$ cat config.mk
export PLATFORM = sky130hd
export DESIGN_NAME = yrv_mem_arb
export DESIGN_NICKNAME = d
export VERILOG_FILES = /design/src/rtl/yrv_arb_pkg.sv /design/src/rtl/yrv_mem_arb.sv
export SDC_FILE = /design/constraint.sdc
export NUM_CORES = 1
export LEC_CHECK = 0
export CORE_MARGIN = 5
export CORE_UTILIZATION = 35
export CTS_CLUSTER_DIAMETER = 150
export CTS_CLUSTER_SIZE = 40
export DETAILED_ROUTE_END_ITERATION = 10
export GPL_ROUTABILITY_DRIVEN = 0
export GPL_TIMING_DRIVEN = 0
export PLACE_DENSITY = 0.87
export SLEW_MARGIN = 20
export SYNTH_ARGS = -nofsm -noshare
export SYNTH_HDL_FRONTEND = slang
export SYNTH_SLANG_ARGS = --single-unit
$ cat constraint.sdc
create_clock -name clk -period 3.1 [get_ports clk]
set_input_delay 0.31 -clock clk [delete_from_list [all_inputs] [get_ports clk]]
set_output_delay 0.31 -clock clk [all_outputs]
set_load 0.02 [all_outputs]
$ cat src/rtl/yrv_arb_pkg.sv
// Shared types and defaults for the YRV memory arbiter: FSM states,
// requester ids and default address/data widths.
package yrv_arb_pkg;

    localparam int ARB_AW = 14;
    localparam int ARB_DW = 32;

    typedef enum logic [1:0] {
        IDLE   = 2'd0,
        ACCESS = 2'd1,
        RESP   = 2'd2
    } arb_state_t;

    typedef enum logic {
        CPU = 1'b0,
        LDR = 1'b1
    } req_id_t;

endpackage

$ cat src/rtl/yrv_mem_arb.sv
// Two-requester (CPU / boot loader) arbiter in front of a synchronous-read
// memory: round-robin on ties, loader lock, one access per three cycles.
module yrv_mem_arb
    import yrv_arb_pkg::*;
#(
    parameter int AW = ARB_AW,
    parameter int DW = ARB_DW
) (
    input  logic            clk,
    input  logic            reset,
    input  logic            cpu_req,
    input  logic            cpu_we,
    input  logic [DW/8-1:0] cpu_be,
    input  logic [AW-1:0]   cpu_addr,
    input  logic [DW-1:0]   cpu_wdata,
    output logic            cpu_ack,
    input  logic            ldr_req,
    input  logic            ldr_we,
    input  logic [DW/8-1:0] ldr_be,
    input  logic [AW-1:0]   ldr_addr,
    input  logic [DW-1:0]   ldr_wdata,
    output logic            ldr_ack,
    input  logic            ldr_lock,
    output logic [DW-1:0]   rdata,
    output logic            mem_en,
    output logic [DW/8-1:0] mem_wbe,
    output logic [AW-1:0]   mem_addr,
    output logic [DW-1:0]   mem_wdata,
    input  logic [DW-1:0]   mem_rdata,
    output logic            gnt_id,
    output logic            busy,
    output arb_state_t      state_dbg
);

    // Handshake: a requester raises *_req with its we/be/addr/wdata and holds
    // them until its *_ack; ack is a single-cycle completion pulse, and for
    // reads rdata is valid only in that ack cycle. Inputs are sampled in IDLE only.

    arb_state_t        state;
    arb_state_t        state_nxt;
    req_id_t           last_gnt;
    req_id_t           winner;
    logic              grant;
    logic              cpu_elig;
    logic              ldr_elig;
    logic              sel_we;
    logic [DW/8-1:0]   sel_be;
    logic [AW-1:0]     sel_addr;
    logic [DW-1:0]     sel_wdata;

    always_ff @(posedge clk or posedge reset) begin
        if (reset) begin
            state <= IDLE;
        end else begin
            state <= state_nxt;
        end
    end

    always_comb begin
        state_nxt = state;
        grant     = 1'b0;
        winner    = CPU;
        cpu_elig  = cpu_req & ~ldr_lock;
        ldr_elig  = ldr_req;
        case (state)
            IDLE: begin
                if (cpu_elig || ldr_elig) begin
                    grant     = 1'b1;
                    state_nxt = ACCESS;
                    // On a tie the side that did not own the last grant wins.
                    if (cpu_elig && ldr_elig) begin
                        winner = (last_gnt == CPU) ? LDR : CPU;
                    end else begin
                        winner = ldr_elig ? LDR : CPU;
                    end
                end
            end
            ACCESS:  state_nxt = RESP;
            RESP:    state_nxt = IDLE;
            default: state_nxt = IDLE;
        endcase
    end

    always_comb begin
        sel_we    = (winner == LDR) ? ldr_we    : cpu_we;
        sel_be    = (winner == LDR) ? ldr_be    : cpu_be;
        sel_addr  = (winner == LDR) ? ldr_addr  : cpu_addr;
        sel_wdata = (winner == LDR) ? ldr_wdata : cpu_wdata;
    end

    // mem_en/mem_wbe are high only in the ACCESS cycle; address/data hold.
    always_ff @(posedge clk or posedge reset) begin
        if (reset) begin
            last_gnt  <= LDR;
            mem_en    <= 1'b0;
            mem_wbe   <= '0;
            mem_addr  <= '0;
            mem_wdata <= '0;
        end else begin
            mem_en  <= grant;
            mem_wbe <= '0;
            if (grant) begin
                last_gnt  <= winner;
                mem_wbe   <= sel_we ? sel_be : '0;
                mem_addr  <= sel_addr;
                mem_wdata <= sel_wdata;
            end
        end
    end

    assign cpu_ack   = (state == RESP) && (last_gnt == CPU);
    assign ldr_ack   = (state == RESP) && (last_gnt == LDR);
    assign rdata     = (state == RESP) ? mem_rdata : '0;
    assign busy      = (state != IDLE);
    assign gnt_id    = last_gnt;
    assign state_dbg = state;

endmodule

==> run metrics <==
Synth Flop Type dfrtp_1; Worst VDD drop 482 uV; worst path arrival time 2.19 ns; drt wl/cell 16.6 microns; Worst Setup End Kind output pin; WP data required 2.79 ns; Post-CTS Setup Bufs 0; Initial DRT Pass Iterations 4; max_cap viols 0; via/cell ratio 4.80; sequential fraction of the synthesis area 50.7%; clock-pin slew on the worst setup and hold paths 0.11 ns; final net count 695; f_max 400 MHz; Fin Setup TNS 0 ns; Max-slew headroom 54.9%; largest family of logic cells by synthesized area simple AND/OR/NAND/NOR gates; Post-Route WL 10.9 mm; RSZ-0062 raised after global routing no; Simple-Gate Fraction of Synth Area 24.6%; area taken by multi-input logic gates 1150 sq um; CTS resizes 0; post-DP HPWL 8.73 mm; clk buf depth 2; CTS tree yes; kind of critical path reg2out; Yosys reg bits 54; Synth area leaders dfrtp_1 (50%), a21oi_1 (18%), and2_1 (7.7%); initial antenna violation count 0; hold buffer count at cts 0; Mapped Cells 322; R2R Setup Slk 1.44 ns; Initial Util 36.4%; port bufs 227; DRT iter0 DRCs 79; Syn Area/Cell 8.29 sq um; htree depth 2; FF/Latch Area 1350 sq um; global-route wire length before repair 16.9 mm; largest net degree at the start of global routing 55; Synth Area in Adders 0%; Netlist Area Pre-Place 2670 sq um; Final ANT Viol Nets 0; max-slew violations 0; crit-path max FO 10; Sink Count 54; clock latency reported for the late side of the worst-skew pair 0.30 ns; vias in the first global route 3299; list of most frequent post-synthesis cells a21oi_1 (96), dfrtp_1 (53), nand2_1 (48), nor2_1 (46), and2_1 (33); area leader, netlist dfrtp_1; most common cell in the netlist a21oi_1; final setup fails 0; Critical Path Source Type flip-flop; share of layout cells above drive strength 1 5.57%; GRT Total Usage 22.0%; syn nets 461; post-synthesis mux area share 0%; Power Density 888 nW/um^2; fill cell count 558; DIE AREA 9480 sq um; Synth Area in Compound Gates 18.6%; clk root buf clkbuf_8; worst-margin pin slew 0.676 ns; Post-Synth XOR/XNOR Area 0%; synth warn 0; via count 3146; Rows 31; Post-synth EDFFs 0; Core Box Area 7330 sq um; Synth async-reset ratio 100%; fin util 70.8%; Synth top area share 49.7%; Inserted Clock Buffers 5; # diodes 0; status finished, final reports clean; Hold Path Class in2async; grt ovf 0; crit path time final 2.50 ns; Yosys cell types 20; leakage 2.19 nW; io pins 228; Die Wd 97.3 microns; Final period util 80.7%; final setup skew 0.0147 ns; Residual DRC 0; final hold vios 0; Area growth syn-to-layout 94.4%; Die Y-Extent 97.3 microns
[state kept, by name, summed over array words and instances, names as in the netlist]
name       flops
mem_en         1
mem_wbe        4
gnt_id         1
mem_wdata     32
state_dbg      2
mem_addr      14
[critical path, cell delays in order (launching register included)]
cell,delay [ns]
dfrtp_1,0.45
and2b_1,0.34
clkbuf_1,0.29
and2_1,0.17
clkdlybuf4s50_1,0.64
[final cells by class]
| cell class | instances | share of cell area, % |
|---|---|---|
| plain buffers | 24 | 2.84 |
| clock inverters | 2 | 0.747 |
| inverters | 4 | 0.338 |
| well taps | 99 | 2.39 |
| clock buffers | 6 | 1.59 |
| multi-input cells | 240 | 22.3 |
| repair buffers | 227 | 43.8 |
| flip-flops and latches | 54 | 26.1 |
[metrics by stage]
step / power [mW] / setup WS (ns) / area [sq um] / hold slack (ns) / cells
finish: 4.61 / 0.597 / 5190 / 0.467 / 656
global route: 4.91 / 0.455 / 5190 / 0.510 / 656
CTS: 4.66 / 0.571 / 5190 / 0.483 / 656
detailed placement: 4.14 / 0.922 / 5070 / 0.506 / 648
global placement: 4.05 / 0.390 / 5070 / 0.485 / 648
floorplan: 2.74 / 1.48 / 2670 / 0.439 / 322
[layer usage]
metal / GRT usage (%) / wire, microns / vias to the layer above
met5: 0 / 0 / -
met2: 39.8 / 5630 / 123
met1: 25.8 / 4330 / 1498
met3: 6.96 / 808 / 8
met4: 3.62 / 120 / 0
li1: - / - / 1517
[cell usage in the layout (no fill, tap or decap), drive strengths merged]
cell,Yosys,layout
clkdlybuf4s50,0,227
a21oi,96,96
dfrtp,53,53
nand2,48,48
nor2,47,47
and2,33,33
buf,17,17
clkbuf,7,13
nand3,9,9
inv,4,5
nor2b,3,3
o21ai,1,1
nand3b,1,1
and3,1,1
and2b,1,1
bufinv,0,1
dfstp,1,1
[worst paths after layout]
kind,start,to,depth (start not counted)
worst max-delay path,state_dbg[0],rdata[11],4
worst min-delay path,reset,mem_wdata[27],2
worst max register to register,gnt_id,mem_wdata[4],5
worst min register to register,gnt_id,gnt_id,2
max in group asynchronous,reset,state_dbg[1],2
min in group clk,gnt_id,gnt_id,2
[power by group]
group          leakage, nW  total (mW)  switching [mW]  internal (mW)
combinational         1.52        2.87            1.54           1.33
clock               0.0618       0.507           0.241          0.266
sequential           0.614        1.23           0.188           1.04
total                 2.19        4.61            1.97           2.64
[logic make-up after synthesis]
logic type / count (synthesis)
AND/OR/NAND/NOR: 143
AO/OA/AOI/OAI: 97
flip-flops: 54
buffers and inverters: 28
Power figures use the tool's default switching activity.
